File: config.mk
export PLATFORM = sky130hd
export DESIGN_NAME = mbe_div_seq
export DESIGN_NICKNAME = d
export VERILOG_FILES = /design/src/rtl/mbe_div_pkg.sv /design/src/rtl/mbe_div_step.sv /design/src/rtl/mbe_div_seq.sv
export SDC_FILE = /design/constraint.sdc
export NUM_CORES = 1
export LEC_CHECK = 0
export BUFFER_PORTS_ARGS = -buffer_cell sky130_fd_sc_hd__buf_2
export CORE_MARGIN = 2
export CORE_UTILIZATION = 59
export DETAILED_ROUTE_END_ITERATION = 10
export PLACE_DENSITY = 0.79
export SYNTH_ARGS = -nofsm -noshare
export SYNTH_HDL_FRONTEND = slang
export SYNTH_SLANG_ARGS = --single-unit
File: constraint.sdc
create_clock -name clk_i -period 4.05 [get_ports clk_i]
set_clock_uncertainty 0.1 [all_clocks]
set_input_delay 0.405 -clock clk_i [delete_from_list [all_inputs] [get_ports clk_i]]
set_output_delay 0.405 -clock clk_i [all_outputs]
set_load 0.01 [all_outputs]
File: src/rtl/mbe_div_pkg.sv
`default_nettype none
// ============================================================================
//  Module      : mbe_div_pkg
//  Description : Shared types and helpers for the sequential radix-2
//                non-restoring divider (mbe_div_seq).
//                  - div_state_e : controller states (FIX is always declared
//                                  so that the type is the same in both
//                                  signed and unsigned builds)
//                  - DIV_DWIDTH_DEFAULT : default operand width
//                  - cnt_w()     : iteration counter width for a given DWIDTH
//  Revision    : 1.0  - initial release
// ============================================================================
package mbe_div_pkg;

    localparam int DIV_DWIDTH_DEFAULT = 11;

    typedef enum logic [1:0] {
        IDLE = 2'd0,
        BUSY = 2'd1,
        FIX  = 2'd2,
        DONE = 2'd3
    } div_state_e;

    // The counter only needs to hold DWIDTH-1 down to 0.
    function automatic int cnt_w(input int dwidth);
        return $clog2(dwidth);
    endfunction

endpackage : mbe_div_pkg
`default_nettype wire

File: src/rtl/mbe_div_step.sv
`default_nettype none
// ============================================================================
//  Module      : mbe_div_step
//  Description : One combinational radix-2 non-restoring division step.
//                The partial remainder is DWIDTH+1 bits, two's complement.
//                It is shifted left by one with i_bit brought in at the LSB,
//                then the divisor is added if the incoming partial remainder
//                was negative, otherwise subtracted. The quotient bit is the
//                inverted sign of the result.
//  Ports       : i_prem    [DWIDTH:0]   current partial remainder
//                i_divisor [DWIDTH-1:0] divisor (unsigned magnitude)
//                i_bit                  next dividend bit (MSB first)
//                o_prem    [DWIDTH:0]   next partial remainder
//                o_qbit                 quotient bit for this step
//  Revision    : 1.0  - initial release
// ============================================================================
module mbe_div_step #(
    parameter int DWIDTH = 11
) (
    input  logic [DWIDTH:0]   i_prem,
    input  logic [DWIDTH-1:0] i_divisor,
    input  logic              i_bit,
    output logic [DWIDTH:0]   o_prem,
    output logic              o_qbit
);

    logic [DWIDTH:0] w_shift;
    logic [DWIDTH:0] w_dvs_ext;

    assign w_shift   = {i_prem[DWIDTH-1:0], i_bit};
    assign w_dvs_ext = {1'b0, i_divisor};

    // The shifted value may wrap in DWIDTH+1 bits, but the add/subtract
    // result always lies in [-divisor, divisor) and is therefore exact
    // modulo 2^(DWIDTH+1).
    always_comb begin
        o_prem = w_shift - w_dvs_ext;
        if (i_prem[DWIDTH]) begin
            o_prem = w_shift + w_dvs_ext;
        end
        o_qbit = ~o_prem[DWIDTH];
    end

endmodule : mbe_div_step
`default_nettype wire

File: src/rtl/mbe_div_seq.sv
`default_nettype none
// ============================================================================
//  Module      : mbe_div_seq
//  Description : Sequential radix-2 non-restoring divider with valid/ready
//                handshakes on input and output, one division in flight.
//                Unsigned build: latency DWIDTH+1 cycles from accept to
//                out_valid_o (1 cycle for a zero divisor).
//                Optional macro MBE_DIV_SIGNED_EN: two's-complement operands,
//                magnitudes divided by the unsigned core, sign correction in
//                an extra FIX cycle (latency DWIDTH+2), truncation toward 0.
//                Zero divisor: quotient all ones, remainder = dividend,
//                div_by_zero_o = 1.
//  Ports       : clk_i, rst_i (async, active-high)
//                dividend_i, divisor_i, in_valid_i, in_ready_o  - operand side
//                quotient_o, remainder_o, div_by_zero_o,
//                out_valid_o, out_ready_i                        - result side
//  Revision    : 1.0  - initial release
// ============================================================================
module mbe_div_seq
    import mbe_div_pkg::*;
#(
    parameter int DWIDTH = DIV_DWIDTH_DEFAULT
) (
    input  logic              clk_i,
    input  logic              rst_i,
    input  logic [DWIDTH-1:0] dividend_i,
    input  logic [DWIDTH-1:0] divisor_i,
    input  logic              in_valid_i,
    output logic              in_ready_o,
    output logic [DWIDTH-1:0] quotient_o,
    output logic [DWIDTH-1:0] remainder_o,
    output logic              div_by_zero_o,
    output logic              out_valid_o,
    input  logic              out_ready_i
);

    localparam int CW = cnt_w(DWIDTH);

    div_state_e        r_state;
    div_state_e        w_state_nxt;

    logic [CW-1:0]     r_cnt;
    logic [DWIDTH:0]   r_rem;      // signed partial remainder
    logic [DWIDTH-1:0] r_quo;      // quotient bits shifted in MSB first
    logic [DWIDTH-1:0] r_dvd;      // dividend shifter, MSB feeds the step
    logic [DWIDTH-1:0] r_dvs;
    logic [DWIDTH-1:0] r_quotient;
    logic [DWIDTH-1:0] r_remainder;
    logic              r_dbz;

    logic              w_dvs_zero;
    logic              w_last;
    logic [DWIDTH-1:0] w_dvd_mag;
    logic [DWIDTH-1:0] w_dvs_mag;
    logic [DWIDTH:0]   w_prem_nxt;
    logic              w_qbit;
    logic [DWIDTH:0]   w_rem_fin;
    logic [DWIDTH-1:0] w_quo_fin;

`ifdef MBE_DIV_SIGNED_EN
    logic              r_dvd_neg;
    logic              r_quo_neg;

    // Negating -2^(DWIDTH-1) yields the same bit pattern, which read as
    // unsigned is exactly its magnitude, so no special case is needed.
    assign w_dvd_mag = dividend_i[DWIDTH-1] ? (~dividend_i + 1'b1) : dividend_i;
    assign w_dvs_mag = divisor_i[DWIDTH-1]  ? (~divisor_i + 1'b1)  : divisor_i;
`else
    assign w_dvd_mag = dividend_i;
    assign w_dvs_mag = divisor_i;
`endif

    assign w_dvs_zero = (divisor_i == '0);
    assign w_last     = (r_cnt == '0);

    mbe_div_step #(
        .DWIDTH    (DWIDTH)
    ) u_step (
        .i_prem    (r_rem),
        .i_divisor (r_dvs),
        .i_bit     (r_dvd[DWIDTH-1]),
        .o_prem    (w_prem_nxt),
        .o_qbit    (w_qbit)
    );

    // Final correction on the last iteration: a negative partial remainder
    // gets the divisor added back.
    assign w_rem_fin = w_prem_nxt[DWIDTH] ? (w_prem_nxt + {1'b0, r_dvs}) : w_prem_nxt;
    assign w_quo_fin = {r_quo[DWIDTH-2:0], w_qbit};

    // ------------------------------------------------------------------
    // State register
    // ------------------------------------------------------------------
    always_ff @(posedge clk_i or posedge rst_i) begin
        if (rst_i) begin
            r_state <= IDLE;
        end else begin
            r_state <= w_state_nxt;
        end
    end

    // ------------------------------------------------------------------
    // Next-state logic
    // ------------------------------------------------------------------
    always_comb begin
        w_state_nxt = r_state;
        case (r_state)
            IDLE: begin
                if (in_valid_i) begin
                    w_state_nxt = w_dvs_zero ? DONE : BUSY;
                end
            end
            BUSY: begin
                if (w_last) begin
`ifdef MBE_DIV_SIGNED_EN
                    w_state_nxt = FIX;
`else
                    w_state_nxt = DONE;
`endif
                end
            end
`ifdef MBE_DIV_SIGNED_EN
            FIX: begin
                w_state_nxt = DONE;
            end
`endif
            DONE: begin
                if (out_ready_i) begin
                    w_state_nxt = IDLE;
                end
            end
            default: begin
                w_state_nxt = IDLE;
            end
        endcase
    end

    // ------------------------------------------------------------------
    // Datapath
    // ------------------------------------------------------------------
    always_ff @(posedge clk_i or posedge rst_i) begin
        if (rst_i) begin
            r_cnt       <= '0;
            r_rem       <= '0;
            r_quo       <= '0;
            r_dvd       <= '0;
            r_dvs       <= '0;
            r_quotient  <= '0;
            r_remainder <= '0;
            r_dbz       <= 1'b0;
`ifdef MBE_DIV_SIGNED_EN
            r_dvd_neg   <= 1'b0;
            r_quo_neg   <= 1'b0;
`endif
        end else begin
            case (r_state)
                IDLE: begin
                    if (in_valid_i) begin
                        if (w_dvs_zero) begin
                            r_quotient  <= '1;
                            r_remainder <= dividend_i;
                            r_dbz       <= 1'b1;
                        end else begin
                            r_cnt <= CW'(DWIDTH - 1);
                            r_rem <= '0;
                            r_quo <= '0;
                            r_dvd <= w_dvd_mag;
                            r_dvs <= w_dvs_mag;
`ifdef MBE_DIV_SIGNED_EN
                            r_dvd_neg <= dividend_i[DWIDTH-1];
                            r_quo_neg <= dividend_i[DWIDTH-1] ^ divisor_i[DWIDTH-1];
`endif
                        end
                    end
                end
                BUSY: begin
                    r_dvd <= {r_dvd[DWIDTH-2:0], 1'b0};
                    if (w_last) begin
`ifdef MBE_DIV_SIGNED_EN
                        r_rem <= w_rem_fin;
                        r_quo <= w_quo_fin;
`else
                        r_rem       <= w_rem_fin;
                        r_quo       <= w_quo_fin;
                        r_quotient  <= w_quo_fin;
                        r_remainder <= w_rem_fin[DWIDTH-1:0];
                        r_dbz       <= 1'b0;
`endif
                    end else begin
                        r_rem <= w_prem_nxt;
                        r_quo <= w_quo_fin;
                        r_cnt <= r_cnt - 1'b1;
                    end
                end
`ifdef MBE_DIV_SIGNED_EN
                FIX: begin
                    r_quotient  <= r_quo_neg ? (~r_quo + 1'b1) : r_quo;
                    r_remainder <= r_dvd_neg ? (~r_rem[DWIDTH-1:0] + 1'b1)
                                             : r_rem[DWIDTH-1:0];
                    r_dbz       <= 1'b0;
                end
`endif
                default: begin
                end
            endcase
        end
    end

    assign in_ready_o    = (r_state == IDLE);
    assign out_valid_o   = (r_state == DONE);
    assign quotient_o    = r_quotient;
    assign remainder_o   = r_remainder;
    assign div_by_zero_o = r_dbz;

endmodule : mbe_div_seq
`default_nettype wire

### After elaboration in Yosys (flattened, before gate mapping)

Cells that the tools add are included.
Widths: inputs -> output; s select.

* register bits: 73
* input port bits: 26
* output and inout bits: 25
* word-level logic and storage cells: 65

* add/sub/neg operators: 4
* equality and inequality tests: 8
* mux-type cells: 33
* bitwise logic cells: 2
* reduce and logical (&&, ||, !) cells: 9

Operator list (number)
* $mux 11: 8
* $pmux 11 s2: 3
* $mux 12: 5
* $add 12x11->12: 2
* $pmux 12 s2: 1
* $mux 10: 2
* $pmux 10 s2: 1
* $mux 4: 3
* $sub 12x11->12: 1
* $logic_not 11->1: 1
* $reduce_and 3->1: 3
* $mux 2: 4
* $ne 2x2->1 const B: 4
* $pmux 4 s2: 1
* $reduce_and 4->1: 2
* $pmux 2 s3: 1
* $logic_not 4->1: 1
* $ne 2x1->1 const B: 2
* $sub 4x1->4 const B: 1
* $mux 1: 3
* $eq 2x1->1 const B: 1
* $eq 2x2->1 const B: 1
* $logic_not 2->1: 1
* $not 1->1: 2
* 2 further kinds: 2

### Logic depth before layout (Yosys ltp)

* word-level depth: 6
* depth in mapped cells: 18
* mapped depth without buffers: 18

### Cells and area by module

A second synthesis with hierarchy kept.

* cell total of the unflattened synthesis: 470
* area total of the unflattened synthesis: 4574.4 µm²

Modules (own cells, without submodules)
* mbe_div_seq: instances 1, cells each 370, area each 3793.6 µm², seq. area each 1826.8 µm²
* mbe_div_step: instances 1, cells each 100, area each 780.7 µm², seq. area each 0.0 µm²

### Worst setup path after synthesis

OpenSTA, ideal clock, no wires.

* path type: register to register
* start point: reg r_dvs[0]
* end point: reg r_rem[11]
* setup time: 0.066 ns
* arrival: 3.456 ns
* required time: 3.884 ns
* setup slack: 0.428 ns
* cell stages (with the launch flop): 17
* buffers on the path: 0
* clock period less this slack: 3.622 ns
* cells stage by stage: dfrtp_1 inv_1 ha_1 mux2_2 inv_1 fa_1 nand3b_1 and3_1 nor2_1 ha_1 and3_1 a221oi_1 o21ai_0 a21o_1 a211oi_1 o21ai_0 nand2_1

* word-level cells in the longest chain between the ends: 6
* elaborated cells between the ends (all ways): 7
* those cells by class: add/sub: 3; mux: 4

Ends and longest elaborated chain
* from (decl): RTL line mbe_div_seq.sv:46 `logic [DWIDTH-1:0] r_dvs;`
* from (signal assigned): RTL line mbe_div_seq.sv:168 `r_dvs <= w_dvs_mag;`
* $sub 12x11->12 / $add 12x11->12 (equally long branches): RTL line mbe_div_step.sv:37, mbe_div_step.sv:39
* $mux 12: RTL line mbe_div_step.sv:38 `if (i_prem[DWIDTH]) begin`
* $add 12x11->12: RTL line mbe_div_seq.sv:88 `assign w_rem_fin = w_prem_nxt[DWIDTH] ? (w_prem_nxt + {1'b0, r_dvs}) : w_prem_nxt;`
* $mux 12: RTL line mbe_div_seq.sv:88
* $mux 12 *: RTL line mbe_div_seq.sv:178 `if (w_last) begin`
* $pmux 12 s2 *: RTL line mbe_div_seq.sv:156 `case (r_state)`
* to (signal assigned): RTL line mbe_div_seq.sv:183 `r_rem <= w_rem_fin;`
* to (signal assigned): RTL line mbe_div_seq.sv:190 `r_rem <= w_prem_nxt;`
* to (decl): RTL line mbe_div_seq.sv:43 `logic [DWIDTH:0] r_rem;`

Every way passes the cells marked *; elsewhere a longest branch is shown, timed or not.
A chain may end at the register's enable or synchronous reset.

### Final worst setup path

* start point: reg r_dvs[1]
* end point: reg r_rem[9]

Same word-level chain as after synthesis.

==> reports/metrics.json <==
{
  "clock_tree_from_tritoncts": {"value": "built"},
  "worstReg2RegEnd": {"value": "r_rem[9]"},
  "rsz0062_at_grt": {"value": "yes"},
  "worst_setup_path_start_kind": {"value": "flop"},
  "insertion_delay": {"value": 0.36, "unit": "ns"},
  "post-synth-top-area-cell": {"value": "dfrtp_1"},
  "routed_wire_length_per_instance": {"value": 18.8, "unit": "um"},
  "grt_max_degree": {"value": 34},
  "synth.cells.most_frequent": {"value": "dfrtp_1, nand2_1, inv_1, nor2_1, ha_1"},
  "wire_length_of_the_first_global_routing_pass": {"value": 19200, "unit": "um"},
  "timing.rr.start": {"value": "r_dvs[1]"},
  "initial_utilization": {"value": 0.610},
  "routabilityCongestion": {"value": 0.941},
  "post_synthesis_mean_instance_area": {"value": 9.59, "unit": "sq um"},
  "post_drt_via_cell_ratio": {"value": 6.13},
  "globalRouteOverflowTotal": {"value": 0},
  "cts_hold_buffers": {"value": 0},
  "synth-edff-count": {"value": 0},
  "postSynthNetCount": {"value": 519},
  "reg2reg_setup_slack": {"value": 0.1, "unit": "ns"},
  "grt_use_total": {"value": 0.293},
  "die-height": {"value": 90.8, "unit": "um"},
  "cts_htree_levels": {"value": 3},
  "synth_top_area_frac": {"value": 0.411},
  "number_of_global_route_vias_before_repair": {"value": 3899},
  "cts.clk_slew.worst_paths": {"value": 0.09, "unit": "ns"},
  "maxClockFrequency": {"value": 0.253, "unit": "GHz"},
  "clock_path_buffers": {"value": 2},
  "ys_dominant_reg_cell": {"value": "dfrtp_1"},
  "floorplan.core_area": {"value": 0.00729, "unit": "sq mm"},
  "hold_path_class": {"value": "in2async"},
  "final_slew_violations": {"value": 0},
  "antenna-diode-count": {"value": 0},
  "max_stage_delay": {"value": 0.43, "unit": "ns"},
  "period_minus_slack": {"value": 3.95, "unit": "ns"},
  "antenna_violations_before_repair": {"value": 0},
  "arrival": {"value": 4.05, "unit": "ns"},
  "slew_margin_rel": {"value": 0.385},
  "path_cells": {"value": "inv_2 -> ha_1 -> mux2_2 -> inv_1 -> fa_2 -> nand3b_1 -> a21oi_2 -> o21a_2 -> o41ai_2 -> xnor2_1 -> ha_2 -> a21oi_1 -> o21a_1 -> o21ai_1 -> xor2_1 -> mux2i_1 -> o22ai_1"},
  "wirelength": {"value": 11700, "unit": "um"},
  "post-dp-hpwl": {"value": 8060, "unit": "um"},
  "timing.max_cap.violations": {"value": 0},
  "yosysMostFrequentCell": {"value": "dfrtp_1"},
  "register_area_share_after_synthesis": {"value": 0.411},
  "core.rowCount": {"value": 31},
  "finalNetCount": {"value": 574},
  "route.detailed.drc": {"value": 0},
  "cpMaxStageDelayCell": {"value": "dfrtp_1"},
  "worst_ep_required_time": {"value": 4.14, "unit": "ns"},
  "syn_inst": {"value": 464},
  "die_area": {"value": 0.00825, "unit": "sq mm"},
  "cts_num_sinks": {"value": 73},
  "finalSetupViolCount": {"value": 0},
  "syn_area": {"value": 0.00445, "unit": "sq mm"},
  "antenna_left": {"value": 0},
  "worstSetupEndpointType": {"value": "flop"},
  "routed-via-count": {"value": 3816},
  "ff2ff_path_depth": {"value": 17},
  "io_pins": {"value": 51},
  "die_w": {"value": 90.8, "unit": "um"},
  "drtPass1Iterations": {"value": 5},
  "outcome": {"value": "complete, no violations"},
  "worst-slew-pin-transition": {"value": 0.920, "unit": "ns"},
  "synth.ff_latch_count": {"value": 73},
  "yosysWarnings": {"value": 0},
  "cts_made_buffers": {"value": 9},
  "crit_type": {"value": "reg2reg"},
  "final_area": {"value": 0.00513, "unit": "sq mm"},
  "hold_violations_final": {"value": 0},
  "synth-async-reset-ratio": {"value": 1.00},
  "crit_path_max_fanout": {"value": 5},
  "io_buffer_count": {"value": 50},
  "synth.area.top_cells": {"value": "dfrtp_1, ha_1, nand2_1"},
  "flow.area_growth_from_synthesis": {"value": 15.4, "unit": "%"},
  "drive_above_1_share": {"value": 0.233},
  "distinct_cell_type_count_after_synthesis": {"value": 58},
  "detailed_place.area": {"value": 0.00482, "unit": "sq mm"},
  "fin_crit_sh": {"value": 0.976},
  "detail_route.iter0.violations": {"value": 313},
  "cts.root.buffer_cell": {"value": "clkbuf_8"}
}
==> layout make-up <==
cell class / count / area, sq um
multi-input combinational: 339 / 2470
fill: 608 / 2160
sequential: 73 / 1830
timing repair buffer: 66 / 370
clock buffer: 9 / 124
tap: 99 / 124
inverter: 30 / 113
clock inverter: 7 / 103
==> registers in the layout, indices dropped and copies added (netlist names) <==
register       flops
r_rem             12
quotient_o        11
r_dvd             11
r_dvs             11
remainder_o       11
r_quo             10
r_cnt              4
r_state            2
div_by_zero_o      1
==> placed cells by master (no fill, tap or decap), types with 3 or more instances in the layout <==
cell,count
o211ai_1,6
nand2b_1,4
a222oi_1,10
xnor2_1,12
a22oi_1,3
nand3_1,18
ha_1,26
o221ai_1,3
clkbuf_8,9
a21oi_2,5
a21oi_1,22
mux2_2,11
dfrtp_1,72
nor3_1,7
a22o_1,9
o21ai_0,23
a21o_1,6
o21ai_1,3
buf_4,16
nor2_1,29
nand2_1,61
xor2_1,15
a31oi_1,3
inv_1,28
and3_1,6
buf_2,50
mux2i_1,6
nor4_1,3
==> logic make-up after synthesis <==
| logic type | after synthesis | synth area share |
|---|---|---|
| compound gates | 120 | 0.196 |
| buf+inv | 52 | 0.0456 |
| simple gates | 142 | 0.150 |
| fa+ha+maj | 29 | 0.0850 |
| flops | 73 | 0.411 |
| xor+xnor | 31 | 0.0712 |
| mux | 17 | 0.0414 |
==> worst max-delay path by stage <==
stage / depth (start not counted) / slack [ns] / start / end
after detailed placement: 16 / 0.02 / r_dvs[1] / r_rem[11]
after CTS: 17 / 0.08 / r_dvs[1] / r_rem[9]
after global routing: 18 / -0.02 / r_dvs[1] / r_rem[11]
after floorplan: 16 / 0.43 / r_dvs[0] / r_rem[11]
after global placement: 16 / 0.25 / r_dvs[1] / r_rem[11]
final: 17 / 0.1 / r_dvs[1] / r_rem[9]
==> per-stage QoR <==
| stage | cells | worst slack, ns | hold slack, ns | setup TNS [ns] | util |
|---|---|---|---|---|---|
| 5_1_grt | 623 | -0.0171 | 0.0948 | -0.0359 | 0.704 |
| 3_3_place_gp | 602 | 0.251 | 0.350 | 0 | 0.661 |
| 6_report | 623 | 0.0967 | 0.0351 | 0 | 0.704 |
| 4_1_cts | 619 | 0.0771 | 0.0496 | 0 | 0.695 |
| 3_5_place_dp | 602 | 0.0212 | 0.377 | 0 | 0.661 |
| 2_1_floorplan | 464 | 0.428 | 0.340 | 0 | - |
==> per-layer routing <==
metal	wire length, um	GRT usage	vias up	share of wire
li1	-	-	1770	-
met1	4970	0.381	1877	0.43
met2	5760	0.501	148	0.49
met3	726	0.0434	21	0.062
met4	233	0.104	0	0.020
met5	0	0	-	0
==> what timing repair did <==
item	4_1_cts	5_1_grt
gates resized for setup	3	10
setup endpoints to repair	3	7
pin swaps	1	4
buffers inserted	1	4
==> critical path: cells and delay by family, from the launching register on <==
family	cells	cell delay [ns]
and+or+nand+nor	1	0.15
buffers and inverters	2	0.18
xor gates and xnor gates	2	0.38
adders and majority gates	3	0.84
muxes	2	0.55
DFF	1	0.43
AOI/OAI and AO/OA	7	1.17
Power is left out: the tool's default activity adds up to more than one toggle a clock period on the data nets, which glitch-free logic cannot reach.
